<file path="src/rtl/apb_pkg.sv">
// Shared types and helpers for the APB wait-state completer: FSM encoding,
// wait-count ceiling and the address decode check.
package apb_pkg;

    typedef enum logic [1:0] {
        IDLE = 2'd0,
        WAIT = 2'd1,
        DONE = 2'd2
    } apb_state_e;

    localparam int APB_MAX_WAIT = 15;

    // True when addr lands on a word boundary inside [base, base + depth*nbytes).
    function automatic logic apb_addr_ok(input logic [63:0] addr,
                                         input logic [63:0] base,
                                         input logic [63:0] depth,
                                         input logic [63:0] nbytes);
        logic [63:0] lim;
        lim = base + depth * nbytes;
        return (addr >= base) && (addr < lim) && ((addr & (nbytes - 64'd1)) == 64'd0);
    endfunction

endpackage

</file>
<file path="src/rtl/apb_wait_ctr.sv">
// 4-bit wait-state counter: loads a count, decrements on request and stops at
// zero instead of wrapping.
module apb_wait_ctr (
    input  logic       clk,
    input  logic       rst,
    input  logic       load,
    input  logic [3:0] load_val,
    input  logic       dec,
    output logic [3:0] cnt,
    output logic       zero,
    output logic       last
);

    always_ff @(posedge clk or posedge rst) begin
        if (rst) begin
            cnt <= 4'd0;
        end else if (load) begin
            cnt <= load_val;
        end else if (dec && (cnt != 4'd0)) begin
            cnt <= cnt - 4'd1;
        end
    end

    assign zero = (cnt == 4'd0);
    assign last = (cnt == 4'd1);

endmodule

</file>
<file path="src/rtl/apb_wait_slave.sv">
// APB3 completer with a DEPTH-word register file and a programmable number of
// wait states per access; decode errors complete with zero waits.
module apb_wait_slave
    import apb_pkg::*;
#(
    parameter int              ADDR_W    = 32,
    parameter int              DATA_W    = 32,
    parameter int              DEPTH     = 16,
    parameter longint unsigned BASE_ADDR = 0,
    parameter int              RD_WAIT   = 3,
    parameter int              WR_WAIT   = 1
) (
    input  logic                pclk,
    input  logic                preset,
    input  logic                pselx,
    input  logic                penable,
    input  logic                pwrite,
    input  logic [ADDR_W-1:0]   paddr,
    input  logic [DATA_W-1:0]   pwdata,
    input  logic [DATA_W/8-1:0] pstrb,
    input  logic                wait_ovr_en,
    input  logic [3:0]          wait_ovr,
    output logic [DATA_W-1:0]   prdata,
    output logic                pready,
    output logic                pslverr,
    output apb_state_e          dbg_state
);

    localparam int BYTES = DATA_W / 8;
    localparam int IDX_W = $clog2(DEPTH);
    localparam int OFF_W = $clog2(BYTES);
    localparam logic [3:0] RD_N = 4'(RD_WAIT > APB_MAX_WAIT ? APB_MAX_WAIT : RD_WAIT);
    localparam logic [3:0] WR_N = 4'(WR_WAIT > APB_MAX_WAIT ? APB_MAX_WAIT : WR_WAIT);

    apb_state_e state_q, state_d;

    logic [ADDR_W-1:0] addr_q;
    logic              write_q;
    logic [DATA_W-1:0] wdata_q;
    logic [BYTES-1:0]  strb_q;
    logic [DATA_W-1:0] regs [DEPTH];

    logic       setup, raise, finish, dec;
    logic       addr_err;
    logic [3:0] n_sel;
    logic [3:0] ctr_cnt;
    logic       ctr_zero, ctr_last;
    logic       cur_write;
    logic [IDX_W-1:0] cur_idx, idx_q;

    function automatic logic [IDX_W-1:0] word_idx(input logic [ADDR_W-1:0] a);
        logic [ADDR_W-1:0] rel;
        rel = a - ADDR_W'(BASE_ADDR);
        return IDX_W'(rel >> OFF_W);
    endfunction

    assign addr_err  = !apb_addr_ok(64'(paddr), 64'(BASE_ADDR), 64'(DEPTH), 64'(BYTES));
    assign n_sel     = wait_ovr_en ? wait_ovr : (pwrite ? WR_N : RD_N);
    assign idx_q     = word_idx(addr_q);
    // On the setup edge the live bus is the only source; later the latched copy is.
    assign cur_idx   = setup ? word_idx(paddr) : idx_q;
    assign cur_write = setup ? pwrite : write_q;
    assign dbg_state = state_q;

    apb_wait_ctr u_ctr (
        .clk      (pclk),
        .rst      (preset),
        .load     (setup),
        .load_val (n_sel),
        .dec      (dec),
        .cnt      (ctr_cnt),
        .zero     (ctr_zero),
        .last     (ctr_last)
    );

    always_ff @(posedge pclk or posedge preset) begin
        if (preset) state_q <= IDLE;
        else        state_q <= state_d;
    end

    always_comb begin
        state_d = state_q;
        setup   = 1'b0;
        raise   = 1'b0;
        finish  = 1'b0;
        dec     = 1'b0;
        case (state_q)
            IDLE: begin
                if (pselx && !penable) begin
                    setup = 1'b1;
                    if (addr_err || (n_sel == 4'd0)) begin
                        state_d = DONE;
                        raise   = 1'b1;
                    end else begin
                        state_d = WAIT;
                    end
                end
            end
            WAIT: begin
                if (!pselx) begin
                    state_d = IDLE;
                end else if (penable) begin
                    dec = 1'b1;
                    if (ctr_last || ctr_zero) begin
                        state_d = DONE;
                        raise   = 1'b1;
                    end
                end
            end
            DONE: begin
                state_d = IDLE;
                finish  = pselx && penable;
            end
            default: state_d = IDLE;
        endcase
    end

    always_ff @(posedge pclk or posedge preset) begin
        if (preset) begin
            addr_q  <= '0;
            write_q <= 1'b0;
            wdata_q <= '0;
            strb_q  <= '0;
        end else if (setup) begin
            addr_q  <= paddr;
            write_q <= pwrite;
            wdata_q <= pwdata;
            strb_q  <= pstrb;
        end
    end

    // pready lives for exactly the DONE cycle; errors only arise on the setup edge.
    always_ff @(posedge pclk or posedge preset) begin
        if (preset) begin
            pready  <= 1'b0;
            pslverr <= 1'b0;
            prdata  <= '0;
        end else begin
            pready  <= raise;
            pslverr <= raise && setup && addr_err;
            prdata  <= (raise && !cur_write && !(setup && addr_err)) ? regs[cur_idx] : '0;
        end
    end

    always_ff @(posedge pclk or posedge preset) begin
        if (preset) begin
            for (int i = 0; i < DEPTH; i++) regs[i] <= '0;
        end else if (finish && write_q && !pslverr) begin
            for (int b = 0; b < BYTES; b++) begin
                if (strb_q[b]) regs[idx_q][b*8 +: 8] <= wdata_q[b*8 +: 8];
            end
        end
    end

endmodule
</file>
<file path="config.mk">
export PLATFORM = sky130hd
export DESIGN_NAME = apb_wait_slave
export DESIGN_NICKNAME = d
export VERILOG_FILES = /design/src/rtl/apb_pkg.sv /design/src/rtl/apb_wait_ctr.sv /design/src/rtl/apb_wait_slave.sv
export SDC_FILE = /design/constraint.sdc
export NUM_CORES = 1
export LEC_CHECK = 0
export ABC_CLOCK_PERIOD_IN_PS = 36700
export BUFFER_PORTS_ARGS = -buffer_cell sky130_fd_sc_hd__buf_4
export CORE_MARGIN = 10
export CORE_UTILIZATION = 60
export CTS_CLUSTER_DIAMETER = 100
export CTS_CLUSTER_SIZE = 14
export DETAILED_ROUTE_END_ITERATION = 8
export PLACE_DENSITY_LB_ADDON = 0.3
export SYNTH_ARGS = -nofsm -noshare
export SYNTH_HDL_FRONTEND = slang
export SYNTH_HIERARCHICAL = 1
export SYNTH_SLANG_ARGS = --single-unit
</file>
<file path="constraint.sdc">
create_clock -name pclk -period 36.7 [get_ports pclk]
set_input_delay 1.835 -clock pclk [delete_from_list [all_inputs] [get_ports pclk]]
set_output_delay 1.835 -clock pclk [all_outputs]
set_load 0.03 [all_outputs]
</file>
==> impl_results.md <==
* Status: complete, no violations
* Remaining antenna violation count after routing at 0
* Post-route minimum period at 5.88 ns
* RSZ-0062 raised after global routing: false
* Row cnt at 76
* Core Footprint at 43200 µm²
* Max clock buf depth at 3
* Most frequent CP cell: buf_4
* Worst R2R Setup Slack at 31.69 ns
* Fin cells at 2752
* Mapped Cells at 2110
* Root buffer cell: clkbuf_16
* Multi-input gate area at 10800 µm²
* Fillers at 3189
* Crit path arrival time at 6.37 ns
* Grt met2 use at 39.5%
* Max-slew violations at 0
* CP Cell Sequence: buf_4 -> or4b_2 -> buf_4 -> inv_4 -> mux2i_4 -> inv_8 -> buf_4 -> mux2i_1 -> a32oi_1 -> nand2_1 -> o22ai_1
* Cell count of the worst reg-to-reg path at 10
* Max-cap violation count at 0
* Crit-path max cell delay at 0.91 ns
* Starting Density at 60.8%
* Endpoints failing hold at 0
* First-pass GRT wire length at 102000 µm
* Fin area at 28700 µm²
* Synth Area in Compound Gates at 5.43%
* Layout cells sized above 1 at 32.6%
* Fmax at 170 MHz
* Buffer count from post-CTS setup fixing at 0
* Total die area at 52500 µm²
* Reg clk slew, reported paths at 0.06 ns
* Total Wirelength at 64100 µm
* Worst Path Required at 37.19 ns
* Post-synthesis async set-or-reset flop share at 100%
* DR pass1 iterations at 5
* Adder-cell share of the synthesized area at 0.0953%
* Clock Skews at 0.0111 ns
* Final Cycle Share at 16.0%
* Post-DP Area at 27400 µm²
* Placer Congestion at 0.837
* Post-Syn Area per Cell at 12.4 µm²
* Drt wl/cell at 23.3 µm
* Pwr Total at 1.32 mW
* Resized Gates After CTS at 0
* # DRC at 0
* CP delay by family, top: buffers and inverters
* Hold Buf Count CTS at 0
* Clk sink count at 593
* Largest net degree at the start of global routing at 158
* GRT Overall Usage at 24.2%
* Post-DP HPWL at 38300 µm
* GRT met3 Usage at 4.36%
* CTS tree: built
* Type of the worst min-delay path: flop to flop
* Num ports at 114
* Max Fanout on Critical Path at 157
* GR Overflow Total at 0
* Port Buffers at 113
* Clock Latency Late Sink at 0.59 ns
* Combinational family with the most area after synthesis: multiplexers
* Final setup violation count at 0
* Setup_tns at 0 ns
* VDD IR max at 0.0000287 V
* Most common cell after layout, fill and taps aside: dfrtp_1
* Initial antenna violation count at 1
* Reg area at 14800 µm²
* Crit Path Class: input port to flop
* Placed cells at 2702
* Instance count on the critical path at 11
* Worst setup EP type: flop
* Syn_nets at 2190
* Power Density at 46.1 nW/µm²
* Max H-tree Level at 2
* Vias at 17285
* Final Util at 66.4%
* Worst slew pin tran at 1.27 ns
* XOR/XNOR share of the synthesized area at 0%
* Die Span Y at 229 µm
* DIE WIDTH at 229 µm
* Vias in the first global route at 18015
* Post-synthesis mux area share at 27.1%
* Ant. Diodes at 0
* R2r startpoint: dbg_state[0]$_DFFE_PP0P_
* Leak at 14.2 nW
* Hold Path Stages at 2
* Register area share after synthesis at 56.5%
* GR peak layer: met2
* Cell at the slowest stage of the critical path: buf_4
* CP bufs+invs at 5
* CP Launch Type: input port
* Synth Flop Type: dfrtp_1
* DR iter-0 viols at 1659
* Synth cell types at 43
* Worst Hold Path EP: strb_q[3]$_DFFE_PP0P_
* Most frequent cells in the layout: dfrtp_1 (593), mux2_2 (513), nand2_1 (498)
* Slew HR at 15.1%
* Synth Register Bits at 593
* Post-synthesis simple-gate area fraction at 8.56%
* Reg-to-Reg End: prdata[0]$_DFF_PP0_
* P&R area growth vs syn at 9.24%
* Fin nets at 2247
* Crit path launch: penable
* Via-to-Cell Ratio at 6.28
* CTS Buf Count at 48
* M1 GR Usage at 32.5%
* Mapped Area at 26200 µm²
* Post-synth EDFFs at 0
* Worst Min Path Start: strb_q[3]$_DFFE_PP0P_
* Syn. warnings at 6
per-layer routing:
| layer | wire length (µm) | share of wire, % |
|---|---|---|
| met1 | 27700 | 43 |
| met2 | 31000 | 48 |
| met3 | 3950 | 6.2 |
| met4 | 1500 | 2.3 |
| met5 | 7 | 0.011 |
tightest hold or removal path, stage by stage, from the launching register on:
cell	delay, ns
dfrtp_1	0.33
nand2_1	0.05
nand2_1	0.05
worst max path at each step:
stage / slack, ns / to
2_1_floorplan: 18.38 / addr_q[2]$_DFFE_PP0P_
3_3_place_gp: 30.45 / prdata[0]$_DFF_PP0_
3_5_place_dp: 30.34 / prdata[0]$_DFF_PP0_
4_1_cts: 30.94 / prdata[0]$_DFF_PP0_
5_1_grt: 30.66 / prdata[0]$_DFF_PP0_
6_report: 30.82 / prdata[0]$_DFF_PP0_
where the power goes:
group	leakage, nW	switching (mW)	internal (mW)
Combinational	5.38	0.108	0.0552
Clock	0.610	0.221	0.235
Sequential	8.20	0.0337	0.669
Total	14.2	0.362	0.960
flip-flops by register name, indices dropped and copies added, names as in the netlist:
name	count
addr_q	4
dbg_state	2
prdata	32
pready	1
pslverr	1
regs	512
strb_q	4
u_ctr/cnt	4
wdata_q	32
write_q	1
cells in the mapped netlist, types with 2 or more instances:
cell	count	share of area, %
inv_2	2	0.029
nor3_1	8	0.15
o21ai_1	5	0.095
a21oi_1	4	0.076
inv_4	2	0.048
o22ai_1	32	0.76
a22oi_1	2	0.057
ha_1	2	0.095
nor2_1	11	0.16
mux2_2	513	22
buf_1	3	0.043
buf_4	10	0.29
o21ai_0	6	0.11
inv_1	6	0.086
nand4b_1	2	0.067
dfrtp_1	593	57
nor3b_1	4	0.11
mux2i_1	131	5.0
buf_6	5	0.21
buf_2	11	0.21
buf_8	2	0.11
and2_1	6	0.14
clkbuf_1	90	1.3
nand2_1	498	7.1
nor2_2	3	0.072
nand3_1	3	0.057
nand4_1	3	0.072
a32oi_1	125	4.2
nand2b_1	5	0.12
nor4_1	10	0.24
logic make-up (layout without fill, tap and decap cells):
group / after synthesis / count (layout)
muxes: 645 / 645
adders and majority gates: 2 / 2
AOI/OAI and AO/OA: 179 / 179
buffers and inverters: 132 / 189
and+or+nand+nor: 559 / 559
DFF: 593 / 593
metrics by stage:
step           setup slack [ns]  hold slack (ns)
2_1_floorplan             18.38            0.437
3_3_place_gp              30.45            0.450
3_5_place_dp              30.34            0.456
4_1_cts                   30.94            0.471
5_1_grt                   30.66            0.497
6_report                  30.82            0.468
area by class of cell:
class | instances | area share (%)
clock inverters | 1 | 0.0393
inverters | 11 | 0.205
well taps | 585 | 2.55
repair buffers | 128 | 3.39
multi-input cells | 1385 | 37.8
clock buffers | 49 | 4.28
flip-flops and latches | 593 | 51.8
Power figures use the tool's default switching activity.
